$ cat config.mk
export PLATFORM = sky130hd
export DESIGN_NAME = dmem_arbiter
export DESIGN_NICKNAME = d
export VERILOG_FILES = /design/src/rtl/dmem_arbiter.sv
export SDC_FILE = /design/constraint.sdc
export NUM_CORES = 1
export LEC_CHECK = 0
export ABC_AREA = 1
export BUFFER_PORTS_ARGS = -buffer_cell sky130_fd_sc_hd__buf_4
export CORE_AREA = 2 2 115 117
export CTS_CLUSTER_DIAMETER = 50
export DETAILED_ROUTE_END_ITERATION = 10
export DIE_AREA = 0 0 117 119
export PLACE_DENSITY = 0.58
export SKIP_CTS_REPAIR_TIMING = 1
export SLEW_MARGIN = 20
export SYNTH_ARGS = -nofsm -noshare
export SYNTH_HDL_FRONTEND = slang
export SYNTH_SLANG_ARGS = --single-unit
$ cat constraint.sdc
create_clock -name clk -period 2.83 [get_ports clk]
set_input_delay 0.1415 -clock clk [delete_from_list [all_inputs] [get_ports clk]]
set_output_delay 0.1415 -clock clk [all_outputs]
set_load 0.02 [all_outputs]
$ cat src/rtl/dmem_arbiter.sv
// dmem_arbiter: shares one synchronous RAM port (1-cycle read latency)
// between the CPU data interface (fixed priority) and an auxiliary
// requester. A bounded CPU grant streak guarantees the aux side progress.
module dmem_arbiter #(
  parameter int DW         = 32,
  parameter int AW         = 32,
  parameter int MAX_STREAK = 4
) (
  input  logic          clk,
  input  logic          reset,
  input  logic          cpu_rd,
  input  logic          cpu_wr,
  input  logic [AW-1:0] cpu_adr,
  input  logic [DW-1:0] cpu_wdata,
  output logic [DW-1:0] cpu_rdata,
  output logic          cpu_stall,
  input  logic          aux_req,
  input  logic          aux_we,
  input  logic [AW-1:0] aux_adr,
  input  logic [DW-1:0] aux_wdata,
  output logic          aux_gnt,
  output logic          aux_rvalid,
  output logic [DW-1:0] aux_rdata,
  output logic          mem_en,
  output logic          mem_we,
  output logic [AW-1:0] mem_adr,
  output logic [DW-1:0] mem_wdata,
  input  logic [DW-1:0] mem_rdata
);

  localparam int            SW   = $clog2(MAX_STREAK + 1);
  localparam logic [SW-1:0] SMAX = SW'(MAX_STREAK);

  // IDLE: nothing returning; CPU_RD / AUX_RD: that requester's read data
  // is on mem_rdata this cycle (the port is free to issue again).
  typedef enum logic [1:0] {IDLE, CPU_RD, AUX_RD} state_t;

  state_t        state, state_nxt;
  logic [SW-1:0] streak, streak_nxt;
  logic          cpu_cand;
  logic          cpu_win;
  logic          aux_win;

  // Arbitration, RAM drive, handshake outputs and next-state selection.
  always_comb begin
    cpu_cand   = 1'b0;
    cpu_win    = 1'b0;
    aux_win    = 1'b0;
    mem_en     = 1'b0;
    mem_we     = 1'b0;
    mem_adr    = '0;
    mem_wdata  = '0;
    cpu_stall  = 1'b0;
    cpu_rdata  = '0;
    aux_gnt    = 1'b0;
    aux_rvalid = 1'b0;
    aux_rdata  = '0;
    state_nxt  = IDLE;
    streak_nxt = '0;

    if (!reset) begin
      // In CPU_RD the held CPU read is being completed, not re-issued.
      cpu_cand = (cpu_rd | cpu_wr) && (state != CPU_RD);
      cpu_win  = cpu_cand && !(aux_req && (streak == SMAX));
      aux_win  = aux_req && !cpu_win;

      if (cpu_win) begin
        mem_en    = 1'b1;
        mem_we    = cpu_wr;
        mem_adr   = cpu_adr;
        mem_wdata = cpu_wdata;
      end else if (aux_win) begin
        mem_en    = 1'b1;
        mem_we    = aux_we;
        mem_adr   = aux_adr;
        mem_wdata = aux_wdata;
      end

      // Only a granted store finishes without waiting.
      cpu_stall = cpu_cand && !(cpu_win && cpu_wr);
      aux_gnt   = aux_win;

      if (state == CPU_RD) cpu_rdata = mem_rdata;
      if (state == AUX_RD) begin
        aux_rvalid = 1'b1;
        aux_rdata  = mem_rdata;
      end

      if (cpu_win && cpu_rd)       state_nxt = CPU_RD;
      else if (aux_win && !aux_we) state_nxt = AUX_RD;
      else                         state_nxt = IDLE;

      // Count CPU grants that cost a waiting aux a slot.
      if (!aux_req || aux_win)              streak_nxt = '0;
      else if (cpu_win && (streak != SMAX)) streak_nxt = streak + SW'(1);
      else                                  streak_nxt = streak;
    end
  end

  // State and streak registers; reset discards any in-flight read.
  always_ff @(posedge clk) begin
    if (reset) begin
      state  <= IDLE;
      streak <= '0;
    end else begin
      state  <= state_nxt;
      streak <= streak_nxt;
    end
  end

endmodule

# Word-level counts from Yosys, hierarchy flattened
# Index checks and enable logic that the tools add are counted.
[totals]
ff_bits = 5
[classes]
add_sub_neg = 1
n_eq_ne = 5
mux = 22
n_bitwise = 1
n_reduce_logical = 17
[ops]
columns = ["cell", "n"]
rows = [
  ["$mux 32", 10],
  ["$mux 1", 11],
  ["$logic_and 1x1->1", 9],
  ["$logic_not 1->1", 5],
  ["$reduce_or 2->1", 2],
  ["$add 3x1->3 const B", 1],
  ["$eq 3x3->1 const B", 1],
  ["$ne 3x3->1 const B", 1],
  ["$eq 2x1->1 const B", 1],
  ["$eq 2x2->1 const B", 1],
  ["$mux 2", 1],
  ["$ne 2x1->1 const B", 1],
  ["$logic_or 1x1->1", 1],
  ["$or 1x1->1", 1],
]

# Depth between registers and ports, before layout
# Gate-level depths: netlist of run 1.
[depth]
ltp_word = 9
depth_mapped = 8
mapped_depth_nobuf = 6

# Worst setup path before layout of run 1
# OpenSTA, ideal clock, no wires.
[synth_path]
kind = "reg-to-output"
from = "register streak[0]"
to = "output port mem_adr[0]"
t_arrival_ns = 1.301
t_required_ns = 2.689
slack_ns = 1.387
path_stages_with_launch = 8
path_buffers = 2
path_cell_list = "dfxtp_1 > inv_1 > ha_1 > nand3_1 > buf_2 > buf_2 > nand3b_1 > nand2_1"
[synth_between]
elab_chain_cells = 9
[synth_rtl]
columns = ["item", "line", "source"]
rows = [
  ["start: declaration", "39", "logic [SW-1:0] streak, streak_nxt;"],
  ["start signal: assignment", "107", "streak <= streak_nxt;"],
  ["$eq 3x3->1 (*)", "64", "cpu_win = cpu_cand && !(aux_req && (streak == SMAX));"],
  ["$logic_and 1x1->1 (*)", "64", ""],
  ["$logic_not 1->1 (*)", "64", ""],
  ["$logic_and 1x1->1 (*)", "64", ""],
  ["$logic_not 1->1", "65", "aux_win = aux_req && !cpu_win;"],
  ["$logic_and 1x1->1", "65", ""],
  ["$mux 32", "72", "end else if (aux_win) begin"],
  ["$mux 32 (*)", "67", "if (cpu_win) begin"],
  ["$mux 32 (*)", "61", "if (!reset) begin"],
  ["end: declaration", "26", "output logic [AW-1:0] mem_adr,"],
]
# Mark *: on every way between the ends. The rest lies on a longest branch, timed or not.

# Worst setup path after layout of run 1
[layout_path]
from = "register state[0]"
to = "output port mem_we"
[layout_between]
elab_chain_cells = 8
[layout_rtl]
columns = ["item", "line", "source"]
rows = [
  ["start: declaration", "38", "state_t state, state_nxt;"],
  ["start signal: assignment", "106", "state <= state_nxt;"],
  ["$ne 2x1->1 (*)", "63", "cpu_cand = (cpu_rd | cpu_wr) && (state != CPU_RD);"],
  ["$logic_and 1x1->1 (*)", "63", ""],
  ["$logic_and 1x1->1 (*)", "64", ""],
  ["$logic_not 1->1", "65", ""],
  ["$logic_and 1x1->1", "65", ""],
  ["$mux 1", "72", ""],
  ["$mux 1 (*)", "67", ""],
  ["$mux 1 (*)", "61", ""],
  ["end: declaration", "25", "output logic mem_we,"],
]
# Marked as above.

==> flow_metrics.tcl, run 1 <==
set metrics [dict create \
    status "complete, no violations" \
    via_per_inst 4.195 \
    rows 42 \
    ys_seq_area_share_pct 4.566 \
    layout_common_cells "buf_4 (304), nand2_1 (138), nor2_1 (69)" \
    fill_cells 1458 \
    tns_ns 0 \
    maxCapViolCount 0 \
    dp_hpwl_mm 9.287 \
    cts_tree "built" \
    dieArea_um2 13920 \
    wl_mm 11.63 \
    drc 0 \
    final_nets 877 \
    min-delay-start "reset" \
    cts_buffer_depth 2 \
    cellPowerDensity_nw_per_um2 211.2 \
    ys_types 18 \
    grt_max_degree 69 \
    die-height_um 119 \
    worstSetupPathType "flip-flop to primary output" \
    wl_per_cell_um 13.14 \
    ir_drop_mv 0.1706 \
    stdcell_count 885 \
    initial_core_util_pct 17.03 \
    io_pins 299 \
    grt_remaining_overflow 0 \
    dr.pass1.iters 4 \
    finalCritPeriodShare_pct 70.77 \
    clk_pin_slew_ns 0.03 \
    antenna_found_initial 1 \
    clk-insertion-delay-late_ns 0.23 \
    place_inst 880 \
    maxSlewViolCount 0 \
    place_area_um2 4516 \
    ys_warn_count 0 \
    syn_area_um2 2192 \
    syn_nets 606 \
    min_delay_path_depth 2 \
    postRouteAntennaNets 0 \
    crit_path_end_kind "primary output" \
    period_minus_slack_ns 2.003 \
    hold_viol_final 0 \
    syn_avg_cell_area_um2 5.005 \
    fmaxAchievable_ghz 0.4993 \
    clkSinkCount 5 \
    fp.coreArea_um2 12870 \
    fin_area_um2 4597 \
    crit_start "state[0]$_SDFF_PP0_" \
    power.leakage_nw 2.754 \
    cts_made_buffers 3 \
    die_width_um 117 \
    htree_num_levels 1 \
    gp_congestion 0.7936 \
    cp-start-kind "flip-flop" \
    area_growth_syn_to_layout_pct 109.7 \
    root_buffer "clkbuf_16" \
    dr.first_iter.drc_count 122 \
    mostFrequentLayoutCell "buf_4" \
    rr_startpoint "state[0]$_SDFF_PP0_" \
    grt_setup_unrepaired "false" \
    rr_worst_depth 5 \
    drive_gt1_share_pct 44.92 \
    grt_pass1_wl_mm 16.59 \
    io_buffers 298 \
    cp_max_fo 41 \
    gr-usage-all-layers_pct 15.00 \
    synth_cells 438 \
    fin_util_pct 35.70 \
    hold_slack_ns 0.09078 \
    hold_path_class "input pin to flip-flop" \
    via_count 3713 \
    ys_ff_latch 5 \
    finalSetupViolations 0 \
    slew_headroom_pct 54.65 \
    grt_pass1_vias 3290 \
    tightestPinTransition_ns 0.6786 \
    required_ns 2.69 \
    arrival_ns 1.86 \
    skew_ns 0.003240 \
]
==> worst paths after layout <==
path,to,slack (ns)
max,mem_we,0.83
min,state[0]$_SDFF_PP0_,0.09
max reg2reg,streak[2]$_SDFFE_PP0P_,1.44
min reg2reg,streak[0]$_SDFFE_PP0P_,0.45
==> area by class of cell <==
type	count	area [µm²]	share of cell area (%)
Antenna cell	1	2.502	0.05444
Clock buffer	4	78.83	1.715
Inverter	43	161.4	3.511
Multi-Input combinational cell	349	1692	36.80
Sequential cell	5	100.1	2.177
Tap cell	176	220.2	4.790
Timing Repair Buffer	307	2342	50.95
==> kinds of logic after synthesis <==
| family | after synthesis | share of synthesized area [%] |
|---|---|---|
| and+or+nand+nor | 346 | 75.40 |
| buffers and inverters | 84 | 18.49 |
| DFF | 5 | 4.566 |
| adders and majority gates | 2 | 1.141 |
| xor gates and xnor gates | 1 | 0.3996 |
==> cells in the mapped netlist, drive strengths merged <==
master  instances  share of area, %
nor2           71                13
nand3b         64                22
inv            43               7.4
buf            36                10
clkbuf          5              0.86
dfxtp           5               4.6
nor3            4              0.91
nand4           1              0.29
ha              2               1.1
xnor2           1              0.40
nand2         139                24
nand3          67                16
==> routing by layer <==
metal / track usage [%] / share of wire (%)
met1: 16.30 / 37
met2: 29.37 / 52
met3: 2.850 / 9.3
met4: 3.015 / 1.3
met5: 0 / 0
==> flip-flops by register name (all words and copies together) (netlist names) <==
| name | flops |
|---|---|
| state | 2 |
| streak | 3 |
==> stage by stage <==
step	worst slack [ns]	total power, mW
after global routing	0.6926	1.037
final	0.8271	0.9709
after floorplan	1.387	0.4016
after global placement	1.002	0.7453
after detailed placement	1.002	0.7447
after CTS	0.7575	0.9828
==> worst max-delay path, stage by stage (launching register included) <==
cell and delay (ns):
dfxtp_1 0.32, inv_2 0.07, nor2_4 0.04, nor2_4 0.52, buf_12 0.29, nand4_1 0.15, nand2_1 0.11, buf_4 0.14
==> where the power goes <==
group	switching (mW)	total, mW	leakage (nW)	internal, mW
Combinational	0.335	0.663	2.68	0.328
Clock	0.0463	0.233	0.0382	0.187
Sequential	0.00177	0.0751	0.0407	0.0733
Power figures use the tool's default switching activity.
==> inputs of run 2 (changes only) <==
==> constraint.sdc (replaced) <==
create_clock -name clk -period 1.9 [get_ports clk]
set_input_delay 0.095 -clock clk [delete_from_list [all_inputs] [get_ports clk]]
set_output_delay 0.095 -clock clk [all_outputs]
set_load 0.02 [all_outputs]
==> run 2 against run 1 <==
Via count rose by 0.24%. Critical path depth rose by 1. Wire length rose by 2.8%. Final area rose by 0.73%. Flip-flop and latch count did not move. Total power rose by 49%. Core utilization rose by 0.26 points.
==> flow_metrics.tcl, run 2 (synthesis gave the netlist of run 1 again) <==
set metrics [dict create \
    status "complete, no violations" \
    rr_worst_depth 7 \
    wl_mm 11.96 \
    via_count 3722 \
    final_nets 879 \
    clk_pin_slew_ns 0.03 \
    tns_ns 0 \
    drive_gt1_share_pct 45.21 \
    dr.first_iter.drc_count 195 \
    cts_tree "built" \
    maxSlewViolCount 0 \
    power.leakage_nw 2.775 \
    gp_congestion 0.7576 \
    cp_max_fo 68 \
    postRouteAntennaNets 0 \
    largest_register "streak" \
    crit_path_end_kind "primary output" \
    gr-usage-all-layers_pct 15.29 \
    n_antenna_cell 0 \
    initial_core_util_pct 17.03 \
    top_regs "streak: 3 flops, state: 2 flops" \
    slew_headroom_pct 69.47 \
    clk-insertion-delay-late_ns 0.22 \
    finalCritPeriodShare_pct 91.25 \
    fmaxAchievable_ghz 0.5768 \
    cellPowerDensity_nw_per_um2 312.8 \
    dp_hpwl_mm 9.352 \
    grt_pass1_vias 3310 \
    holdPathEnd "state[0]$_SDFF_PP0_" \
    cpMostUsedCell "nand3_2" \
    required_ns 1.80 \
    slowest_stage "dfxtp_1" \
    layout_common_cells "buf_4 (304), nand2_1 (138), nor2_1 (69)" \
    cp-start-kind "flip-flop" \
    crit_start "streak[0]$_SDFFE_PP0P_" \
    crit_path_max_incr_delay_ns 0.31 \
    mostFrequentLayoutCell "buf_4" \
    period_minus_slack_ns 1.734 \
    antenna_found_initial 0 \
    crit_chain "inv_1, ha_1, nand3_2, nand3_2, buf_12, nand3_1, nand2_1, buf_4" \
    min-delay-start "reset" \
    hold_slack_ns 0.04724 \
    htree_num_levels 1 \
    tightestPinTransition_ns 0.4579 \
    path_buf_inv 3 \
    drc 0 \
    wl_per_cell_um 13.50 \
    place_area_um2 4543 \
    reg2reg_slack_ns 0.53 \
    io_pins 299 \
    fin_total_pwr_mw 1.449 \
    maxCapViolCount 0 \
    cts_buffer_depth 2 \
    skew_ns 0.0001399 \
    arrival_ns 1.64 \
    root_buffer "clkbuf_16" \
    area_growth_syn_to_layout_pct 111.2 \
    ir_drop_mv 0.1645 \
    multiInputGateArea_um2 1697 \
    fin_area_um2 4631 \
    cts_made_buffers 3 \
    grt_setup_unrepaired "false" \
    via_per_inst 4.201 \
    seq_area_um2 100.1 \
    finalSetupViolations 0 \
    dr.pass1.iters 5 \
    r2r_end "state[1]$_SDFF_PP0_" \
    clkSinkCount 5 \
    fill_cells 1446 \
    dieArea_um2 13920 \
    grt_remaining_overflow 0 \
    crit_family "buffers and inverters" \
    grt_max_degree 69 \
    grt_pass1_wl_mm 16.81 \
    largest_reg_flops 3 \
    fp.coreArea_um2 12870 \
    hold_viol_final 0 \
    min_delay_path_depth 2 \
    die-height_um 119 \
    rr_startpoint "streak[0]$_SDFFE_PP0P_" \
    worstSetupPathType "flip-flop to primary output" \
    die_width_um 117 \
    hold_path_class "input pin to flip-flop" \
    io_buffers 298 \
    rows 42 \
]
==> run 2: area by class of cell <==
type | count | share of cell area [%]
tap | 176 | 4.755
inverter | 43 | 3.486
multi-input combinational | 349 | 36.64
sequential | 5 | 2.162
timing repair buffer | 309 | 51.26
clock buffer | 4 | 1.702
==> run 2: power breakdown <==
part / switching [mW] / total (mW) / internal (mW)
logic: 0.502 / 0.995 / 0.492
registers: 0.00258 / 0.112 / 0.109
clock network: 0.0645 / 0.342 / 0.278
total: 0.569 / 1.45 / 0.879
==> run 2: worst max path at each step <==
stage	to	depth (start not counted)
2_1_floorplan	mem_adr[0]	7
3_3_place_gp	mem_adr[31]	7
3_5_place_dp	mem_adr[31]	7
4_1_cts	mem_adr[31]	7
5_1_grt	mem_wdata[16]	8
6_report	mem_we	8
==> run 2: layer usage <==
metal	track usage, %	up-vias	part of all wire, %
li1	-	1916	-
met4	5.147	0	2.7
met1	16.83	1608	39
met3	2.494	18	8.0
met5	0	-	0
met2	28.97	180	51
==> run 2: per-stage QoR <==
stage / worst slack (ns) / instances / util [%]
after floorplan: 0.5038 / 438 / -
after global placement: 0.3266 / 882 / 35.29
after detailed placement: 0.3045 / 882 / 35.29
after CTS: 0.06042 / 886 / 35.90
after global routing: 0.02667 / 886 / 35.97
final: 0.1662 / 886 / 35.97
==> inputs of run 3 (changes only) <==
--- a/config.mk
+++ b/config.mk
@@ -11,7 +11,9 @@
 export CTS_CLUSTER_DIAMETER = 50
 export DETAILED_ROUTE_END_ITERATION = 10
 export DIE_AREA = 0 0 117 119
-export PLACE_DENSITY = 0.58
+export GPL_ROUTABILITY_DRIVEN = 1
+export GPL_TIMING_DRIVEN = 0
+export PLACE_DENSITY = 0.49
 export SKIP_CTS_REPAIR_TIMING = 1
 export SLEW_MARGIN = 20
 export SYNTH_ARGS = -nofsm -noshare
==> run 3 against run 2 <==
Total power up 3.1%. Clock skew up 0.00071 ns. Via count up 3.8%. Sequential power about the same. Final cell count up 3.4%. Flip-flop and latch count unchanged. Sequential share of layout area down 0.060 points. Worst setup slack worse by 0.042 ns. Largest power group unchanged. Highest routed layer unchanged.
==> flow_metrics.tcl, run 3 (synthesis gave the netlist of run 1 again) <==
set metrics [dict create \
    status "complete, no violations" \
    largest_reg_flops 3 \
    crit_start "streak[0]$_SDFFE_PP0P_" \
    crit_path_end_kind "primary output" \
    n_antenna_cell 0 \
    rr_worst_depth 6 \
    clkSinkCount 5 \
    r2r_end "state[0]$_SDFF_PP0_" \
    power.leakage_nw 2.861 \
    io_buffers 298 \
    slowest_stage "dfxtp_1" \
    cellPowerDensity_nw_per_um2 313.5 \
    maxCapViolCount 0 \
    wl_mm 12.48 \
    die_width_um 117 \
    seq_area_um2 100.1 \
    crit_family "buffers and inverters" \
    fmaxAchievable_ghz 0.5632 \
    stdcell_count 916 \
    clk-insertion-delay-late_ns 0.23 \
    setup_ws_ns 0.1243 \
    hold_slack_ns 0.02843 \
    crit_chain "inv_1, ha_1, nand3_4, buf_6, buf_2, nand3b_1, nand2_1, buf_4" \
    period_minus_slack_ns 1.776 \
    via_per_inst 4.217 \
    path_buf_inv 4 \
    drc 0 \
    multiInputGateArea_um2 1707 \
    dieArea_um2 13920 \
    mostFrequentLayoutCell "buf_4" \
    hold_path_class "input pin to flip-flop" \
    root_buffer "clkbuf_16" \
    die-height_um 119 \
    reg2reg_slack_ns 0.58 \
    grt_pass1_vias 3729 \
    postRouteAntennaNets 0 \
    cp-start-kind "flip-flop" \
    final_nets 909 \
    largest_register "streak" \
    fill_cells 1442 \
    wl_per_cell_um 13.62 \
    finalCritPeriodShare_pct 93.46 \
    ir_drop_mv 0.2171 \
    hold_viol_final 0 \
    cts_buffer_depth 2 \
    grt_remaining_overflow 0 \
    gp_congestion 0.8044 \
    crit_path_max_incr_delay_ns 0.34 \
    grt_max_degree 11 \
    holdPathEnd "state[1]$_SDFF_PP0_" \
    skew_ns 0.0008493 \
    dp_hpwl_mm 10.49 \
    cp_max_fo 10 \
    clk_pin_slew_ns 0.03 \
    top_regs "streak: 3 flops, state: 2 flops" \
    tightestPinTransition_ns 0.4447 \
    pre_cts_ws_ns 0.1791 \
    dr.pass1.iters 4 \
    initial_core_util_pct 17.03 \
    grt_setup_unrepaired "false" \
    cts_tree "built" \
    slew_headroom_pct 70.35 \
    grt_pass1_wl_mm 18.24 \
    antenna_found_initial 0 \
    htree_num_levels 1 \
    required_ns 1.80 \
    min-delay-start "aux_we" \
    finalSetupViolations 0 \
    dr.first_iter.drc_count 99 \
    layout_common_cells "buf_4 (306), nand2_1 (138), nor2_1 (69)" \
    min_delay_path_depth 2 \
    drive_gt1_share_pct 46.76 \
    rows 42 \
    area_growth_syn_to_layout_pct 117.3 \
    rr_startpoint "streak[0]$_SDFFE_PP0P_" \
    via_count 3863 \
    arrival_ns 1.68 \
    fp.coreArea_um2 12870 \
    maxSlewViolCount 0 \
    io_pins 299 \
    worstSetupPathType "flip-flop to primary output" \
    cts_made_buffers 3 \
    gr-usage-all-layers_pct 16.52 \
    place_inst 912 \
]
## run 3: power breakdown
group          internal [mW]  switching, mW
Combinational          0.512          0.515
Sequential             0.109        0.00287
Clock                  0.279         0.0759
## run 3: worst max-delay path by stage
| stage | slack (ns) | depth (start not counted) | endpoint |
|---|---|---|---|
| 6_report | 0.12 | 8 | mem_adr[8] |
| 5_1_grt | 0.0004 | 9 | mem_adr[12] |
| 3_5_place_dp | 0.18 | 8 | mem_adr[18] |
| 3_3_place_gp | 0.21 | 8 | mem_adr[18] |
| 4_1_cts | -0.08 | 8 | mem_adr[18] |
| 2_1_floorplan | 0.50 | 7 | mem_adr[0] |
## run 3: metrics by stage
stage                     area [µm²]  util [%]  total power, mW  TNS (ns)
after floorplan                 2192         -           0.5982         0
after global placement          4649     36.11            1.141         0
after detailed placement        4649     36.11            1.146         0
after CTS                       4728     36.73            1.512    -2.217
after global routing            4763     37.00            1.598         0
final                           4763     37.00            1.493         0
## run 3: metal layers
layer / vias up / routed length [µm] / global-route usage, %
met5: - / 0 / 0
met4: 0 / 135 / 3.971
met3: 7 / 1085 / 3.206
met2: 173 / 6642 / 32.51
met1: 1704 / 4613 / 17.51
li1: 1979 / - / -
## run 3: layout make-up
| cell class | instances | area share [%] |
|---|---|---|
| well taps | 176 | 4.623 |
| plain buffers | 41 | 5.437 |
| repair buffers | 298 | 46.97 |
| clock buffers | 4 | 1.655 |
| multi-input cells | 349 | 35.83 |
| inverters | 43 | 3.388 |
| flip-flops and latches | 5 | 2.101 |
